## config.mk

```make
export PLATFORM = sky130hd
export DESIGN_NAME = oak_sequencer
export DESIGN_NICKNAME = d
export VERILOG_FILES = /design/src/rtl/oak_pkg.sv /design/src/rtl/oak_stack_rf.sv /design/src/rtl/oak_sequencer.sv
export SDC_FILE = /design/constraint.sdc
export NUM_CORES = 1
export LEC_CHECK = 0
export CAP_MARGIN = 20
export CORE_MARGIN = 2
export CORE_UTILIZATION = 55
export CTS_BUF_LIST = sky130_fd_sc_hd__clkbuf_8
export DETAILED_ROUTE_END_ITERATION = 10
export PLACE_DENSITY = 0.79
export SYNTH_ARGS = -nofsm -noshare
export SYNTH_HDL_FRONTEND = slang
export SYNTH_SLANG_ARGS = --single-unit
```

## constraint.sdc

```tcl
create_clock -name clk -period 4.42 [get_ports clk]
set_input_delay 0.663 -clock clk [delete_from_list [all_inputs] [get_ports clk]]
set_output_delay 0.663 -clock clk [all_outputs]
set_load 0.005 [all_outputs]
```

## src/rtl/oak_pkg.sv

```systemverilog
// Shared widths, FSM state encoding and opcode map for the oak8 sequencer.
package oak_pkg;

  localparam int PC_W  = 6;
  localparam int SP_W  = 4;
  localparam int DW    = 8;
  localparam int DEPTH = 16;

  localparam logic [2:0] ST_IDLE    = 3'd0;
  localparam logic [2:0] ST_FETCH   = 3'd1;
  localparam logic [2:0] ST_DECODE  = 3'd2;
  localparam logic [2:0] ST_MEMRD   = 3'd3;
  localparam logic [2:0] ST_MEMWAIT = 3'd4;
  localparam logic [2:0] ST_EXEC    = 3'd5;
  localparam logic [2:0] ST_SLEEP   = 3'd6;
  localparam logic [2:0] ST_HALT    = 3'd7;

  localparam logic [3:0] OP_ADD   = 4'h0;
  localparam logic [3:0] OP_SUB   = 4'h1;
  localparam logic [3:0] OP_AND   = 4'h2;
  localparam logic [3:0] OP_OR    = 4'h3;
  localparam logic [3:0] OP_XOR   = 4'h4;
  localparam logic [3:0] OP_DUP   = 4'h5;
  localparam logic [3:0] OP_DROP  = 4'h6;
  localparam logic [3:0] OP_STORE = 4'h7;
  localparam logic [3:0] OP_LOAD  = 4'h8;
  localparam logic [3:0] OP_MOV   = 4'h9;
  localparam logic [3:0] OP_SLEEP = 4'hA;
  localparam logic [3:0] OP_STOP  = 4'hF;

endpackage

```

## src/rtl/oak_stack_rf.sv

```systemverilog
// 16x8 stack register file: reads at sp and sp-1 (mod 16), one write port.
module oak_stack_rf
  import oak_pkg::*;
(
  input  logic            clk,
  input  logic            rst_n,
  input  logic [SP_W-1:0] i_sp,
  output logic [DW-1:0]   o_top,
  output logic [DW-1:0]   o_btop,
  output logic [PC_W-1:0] o_maddr,
  input  logic            i_we,
  input  logic [SP_W-1:0] i_waddr,
  input  logic [DW-1:0]   i_wdata
);

  logic [DW-1:0]   r_mem [DEPTH];
  logic [SP_W-1:0] w_sp_m1;

  assign w_sp_m1 = i_sp - 1'b1;
  assign o_top   = r_mem[i_sp];
  assign o_btop  = r_mem[w_sp_m1];
  assign o_maddr = r_mem[i_sp][PC_W-1:0];

  always_ff @(posedge clk or negedge rst_n) begin
    if (!rst_n) begin
      for (int i = 0; i < DEPTH; i++) r_mem[i] <= '0;
    end else if (i_we) begin
      r_mem[i_waddr] <= i_wdata;
    end
  end

endmodule

```

## src/rtl/oak_sequencer.sv

```systemverilog
// oak8 multi-cycle control unit: fetches opcodes, feeds the external evaluator
// and commits its results to pc, sp, the stack and program memory.
//
// state   | meaning
// IDLE    | host may push onto the stack; waits for start
// FETCH   | program memory addressed with pc
// DECODE  | opcode captured; loads take the memory detour
// MEMRD   | program memory addressed with stack top
// MEMWAIT | memory operand captured
// EXEC    | single commit cycle for the evaluator results
// SLEEP   | counts down before the next fetch
// HALT    | frozen until the next start
module oak_sequencer
  import oak_pkg::*;
#(
  parameter int unsigned     SLEEP_CYCLES = 16,
  parameter logic [PC_W-1:0] START_PC     = 6'd0
) (
  input  logic            clk,
  input  logic            rst_n,
  input  logic            start,
  input  logic            push_valid,
  input  logic [DW-1:0]   push_data,
  output logic            push_ready,
  output logic [PC_W-1:0] pmem_raddr,
  input  logic [DW-1:0]   pmem_rdata,
  output logic            pmem_we,
  output logic [PC_W-1:0] pmem_waddr,
  output logic [DW-1:0]   pmem_wdata,
  output logic [3:0]      ev_opcode,
  output logic [PC_W-1:0] ev_pc,
  output logic [SP_W-1:0] ev_sp,
  output logic [DW-1:0]   ev_top,
  output logic [DW-1:0]   ev_btop,
  output logic [DW-1:0]   ev_pmem_in,
  input  logic [PC_W-1:0] ev_pc_plus,
  input  logic [SP_W-1:0] ev_sp_min,
  input  logic [DW-1:0]   ev_sp_w_cnt,
  input  logic [DW-1:0]   ev_new_top,
  input  logic            ev_pmem_we,
  input  logic [PC_W-1:0] ev_pmem_w_addr,
  input  logic [DW-1:0]   ev_pmem_out,
  input  logic            ev_sleep,
  input  logic            ev_stop,
  output logic            busy,
  output logic            halted
);

  localparam int               CNT_W      = (SLEEP_CYCLES > 1) ? $clog2(SLEEP_CYCLES) : 1;
  localparam logic [CNT_W-1:0] SLEEP_LOAD = CNT_W'(SLEEP_CYCLES - 1);

  logic [2:0]       r_state;
  logic [PC_W-1:0]  r_pc;
  logic [SP_W-1:0]  r_sp;
  logic [3:0]       r_instr;
  logic [DW-1:0]    r_mdata;
  logic [CNT_W-1:0] r_cnt;
  logic             r_pmem_we;
  logic [PC_W-1:0]  r_pmem_waddr;
  logic [DW-1:0]    r_pmem_wdata;

  logic             w_push;
  logic             w_rf_we;
  logic [SP_W-1:0]  w_rf_waddr;
  logic [DW-1:0]    w_rf_wdata;
  logic [DW-1:0]    w_top;
  logic [DW-1:0]    w_btop;
  logic [PC_W-1:0]  w_maddr;

  // start takes priority, so a push in the same cycle is dropped
  assign w_push = (r_state == ST_IDLE) && push_valid && !start;

  always_comb begin
    w_rf_we    = 1'b0;
    w_rf_waddr = r_sp + 1'b1;
    w_rf_wdata = push_data;
    if (w_push) begin
      w_rf_we = 1'b1;
    end else if ((r_state == ST_EXEC) && (ev_sp_w_cnt != '0)) begin
      w_rf_we    = 1'b1;
      w_rf_waddr = ev_sp_min;
      w_rf_wdata = ev_new_top;
    end
  end

  oak_stack_rf u_stack_rf (
    .clk     (clk),
    .rst_n   (rst_n),
    .i_sp    (r_sp),
    .o_top   (w_top),
    .o_btop  (w_btop),
    .o_maddr (w_maddr),
    .i_we    (w_rf_we),
    .i_waddr (w_rf_waddr),
    .i_wdata (w_rf_wdata)
  );

  always_comb begin
    pmem_raddr = '0;
    if (r_state == ST_FETCH)      pmem_raddr = r_pc;
    else if (r_state == ST_MEMRD) pmem_raddr = w_maddr;
  end

  always_ff @(posedge clk or negedge rst_n) begin
    if (!rst_n) begin
      r_state      <= ST_IDLE;
      r_pc         <= START_PC;
      r_sp         <= '0;
      r_instr      <= '0;
      r_mdata      <= '0;
      r_cnt        <= '0;
      r_pmem_we    <= 1'b0;
      r_pmem_waddr <= '0;
      r_pmem_wdata <= '0;
    end else begin
      r_pmem_we <= 1'b0;
      case (r_state)
        ST_IDLE: begin
          if (start) begin
            r_pc    <= START_PC;
            r_state <= ST_FETCH;
          end else if (push_valid) begin
            r_sp <= r_sp + 1'b1;
          end
        end
        ST_FETCH: r_state <= ST_DECODE;
        ST_DECODE: begin
          r_instr <= pmem_rdata[3:0];
          r_state <= (pmem_rdata[3:0] == OP_LOAD) ? ST_MEMRD : ST_EXEC;
        end
        ST_MEMRD: r_state <= ST_MEMWAIT;
        ST_MEMWAIT: begin
          r_mdata <= pmem_rdata;
          r_state <= ST_EXEC;
        end
        ST_EXEC: begin
          r_pc <= ev_pc_plus;
          r_sp <= ev_sp_min;
          if (ev_pmem_we) begin
            r_pmem_we    <= 1'b1;
            r_pmem_waddr <= ev_pmem_w_addr;
            r_pmem_wdata <= ev_pmem_out;
          end
          if (ev_stop) begin
            r_state <= ST_HALT;
          end else if (ev_sleep) begin
            r_cnt   <= SLEEP_LOAD;
            r_state <= ST_SLEEP;
          end else begin
            r_state <= ST_FETCH;
          end
        end
        ST_SLEEP: begin
          if (r_cnt == '0) r_state <= ST_FETCH;
          else             r_cnt   <= r_cnt - 1'b1;
        end
        ST_HALT: begin
          if (start) begin
            r_pc    <= START_PC;
            r_state <= ST_FETCH;
          end
        end
        default: r_state <= ST_IDLE;
      endcase
    end
  end

  assign push_ready = (r_state == ST_IDLE);
  assign busy       = (r_state != ST_IDLE) && (r_state != ST_HALT);
  assign halted     = (r_state == ST_HALT);
  assign pmem_we    = r_pmem_we;
  assign pmem_waddr = r_pmem_waddr;
  assign pmem_wdata = r_pmem_wdata;
  assign ev_opcode  = r_instr;
  assign ev_pc      = r_pc;
  assign ev_sp      = r_sp;
  assign ev_top     = w_top;
  assign ev_btop    = w_btop;
  assign ev_pmem_in = r_mdata;

endmodule

```

==> results.yml <==
sta:
  drv_slew: 0
  finalHoldViolCount: 0
  fmax_ghz: 0.2437
  skew_ns: 0.01209
  rsz0062_at_grt: "false"
  tightest_slew_ns: 0.9935
  post-route-min-period_ns: 4.104
  fin_ws_ns: 0.3162
  slew_headroom_pct: 33.77
  period_share_pct: 92.85
  setup_viol: 0
  fin_tns_setup_ns: 0
final_layout:
  nNetsFinal: 848
  syn_to_final_growth_pct: 21.19
  seq_area_um2: 4309
  drive_above_1_share_pct: 35.35
  multi_input_area_um2: 4664
  layout_commonest_cell: "dfrtp_1"
  diodes: 0
  fin_util_pct: 67.79
  fillCellCount: 1118
  final_cell_mix: "dfrtp_1, mux2_2, clkdlybuf4s50_1"
cts:
  root_buffer: "clkbuf_8"
  post_cts_buffers: 0
  cts_hold_buf: 0
  clk_pin_slew_ns: 0.09
  cts_tree: "yes"
  clock-sinks: 172
  htree_num_levels: 4
  cts_resized: 0
  clk_latency_ns: 0.48
  clockBufferDepth: 2
  numCtsBuffers: 17
synth:
  yosys-top-cells-area: "dfrtp_1, mux2_2, mux4_2, nand2_1, mux2i_1"
  synth_nets: 734
  async_flop_share_pct: 100.0
  synth_top_area_share_pct: 46.73
  yosys_warnings: 0
  netlist_area_um2: 9210
  synth_enable_flop_cells: 0
  synth_cells: 668
  synth_area_per_cell_um2: 13.79
  ys_ff_latch: 172
  synth_flop_cell: "dfrtp_1"
  yosysTopAreaCell: "dfrtp_1"
  ys_types: 65
  ys_seq_area_share_pct: 46.73
floorplan:
  die_y_um: 133.4
  rows: 47
  initial_core_util_pct: 55.93
  ios: 125
  dieArea_um2: 17800
  fp.dieW_um: 133.4
  core_um2: 16470
worst_setup_path:
  reg2reg_slack_ns: 1.05
  cp.required_ns: 3.76
  cp.arrival_ns: 3.44
  cp-start-kind: "flop"
  crit_path_end_kind: "output pin"
  crit_type: "flop to output pin"
  critPathMaxFanout: 27
hold_path:
  hold_class: "input pin to asynchronous set/reset pin"
status:
  status: "completed"
drt:
  vias_per_cell: 6.428
  drt-initial-drc-count: 496
  drc: 0
  wl_per_cell_um: 24.29
  vias: 6524
  final_antenna_net_count: 0
  drt-pass1-iter-count: 5
  drt-total-wl_um: 24660
global_routing:
  grt_max_degree: 119
  grt_antenna_before_repair: 1
  grt-ovfl-total: 0
  grt_usage_pct: 28.67
  grt_pass1_wl_um: 38440
  grt_pass1_vias: 6874
pwr:
  power.leakage_uw: 0.004781
  vdd_drop_max_mv: 0.5586
  power_density_nw_per_um2: 784.5
place:
  dpl_worst_slack_ns: 0.7605
  dp_hpwl_um: 16430
  globalplace.congestion: 0.8535
  port_buffers: 124
job:
  maxCapViolCount: 0
[cell type report]
class | instances | area share [%]
multi-input combinational | 440 | 41.79
sequential | 172 | 38.61
timing repair buffer | 142 | 12.52
clock buffer | 20 | 2.466
tap | 220 | 2.466
clock inverter | 12 | 1.850
inverter | 9 | 0.3027
[path summary, 6_finish.rpt]
check / start / to / depth (start not counted)
worst max-delay path: ev_sp[1]$_DFFE_PN0P_ / ev_btop[0] / 8
min in group clk: pmem_wdata[0]$_DFFE_PN0P_ / pmem_wdata[0]$_DFFE_PN0P_ / 1
worst min-delay path: rst_n / pmem_wdata[6]$_DFFE_PN0P_ / 1
max in group asynchronous: rst_n / u_stack_rf.r_mem[75]$_DFFE_PN0P_ / 2
worst min register to register: pmem_wdata[0]$_DFFE_PN0P_ / pmem_wdata[0]$_DFFE_PN0P_ / 1
worst max register to register: ev_sp[1]$_DFFE_PN0P_ / u_stack_rf.r_mem[4]$_DFFE_PN0P_ / 7
[registers in the layout (all words and copies together) (netlist names)]
| name | cells |
|---|---|
| u_stack_rf.r_mem | 128 |
| ev_pmem_in | 8 |
| pmem_wdata | 8 |
| ev_pc | 6 |
| pmem_waddr | 6 |
| ev_opcode | 4 |
| ev_sp | 4 |
| r_cnt | 4 |
| r_state | 3 |
| pmem_we | 1 |
[cells in the mapped netlist, drive strengths merged (2+ instances only)]
master	instances
dfrtp	172
mux2	155
mux4	65
nand2	52
buf	24
clkbuf	23
a21oi	18
nor2	18
mux2i	15
nor2b	14
a22oi	13
o21ai	10
a211oi	9
inv	9
nand2b	8
a22o	6
nor3	5
a31oi	3
ha	3
nand3	3
nor3b	3
nor4	3
o31ai	3
and2	2
and3b	2
nand3b	2
o211ai	2
or3b	2
or4	2
xor2	2
[cells by family after synthesis]
family                   share of synthesized area, %
XOR/XNOR                                       0.2853
AO/OA/AOI/OAI                                   6.113
flip-flops                                      46.73
buffers and inverters                           2.703
adder cells (fa/ha/maj)                        0.4076
multiplexers                                    36.80
AND/OR/NAND/NOR                                 6.956
[worst max-delay path, cell delays in order (launching register included)]
cell	delay, ns
dfrtp_2	0.68
inv_1	0.16
ha_1	0.31
buf_4	0.41
mux4_2	0.38
nor2b_1	0.15
a211oi_1	0.29
a21oi_1	0.11
clkdlybuf4s50_1	0.46
[routing by layer]
layer | share of wire, % | track usage [%] | up-vias
met1 | 39 | 37.39 | 3311
met2 | 47 | 45.56 | 380
li1 | - | - | 2762
met4 | 3.3 | 11.88 | 2
met3 | 10 | 8.333 | 69
met5 | 0.028 | 0 | -
[through the flow]
step / hold WS [ns] / cell area (um2) / power (uW) / std cells
2_1_floorplan: 0.3674 / 9210 / 5634 / 668
3_3_place_gp: 0.4803 / 10650 / 7218 / 982
3_5_place_dp: 0.4948 / 10650 / 7416 / 982
4_1_cts: 0.4006 / 11130 / 8747 / 1014
5_1_grt: 0.1567 / 11160 / 9194 / 1015
6_report: 0.1368 / 11160 / 8756 / 1015
[where the power goes]
part	switching [uW]	total (uW)	internal [uW]	leakage, uW
Combinational	2000	4560	2560	0.00237
Clock	595	1320	722	0.000228
Sequential	614	2880	2260	0.00218
Total	3210	8760	5550	0.00478
(Power assumes the default switching activity.)
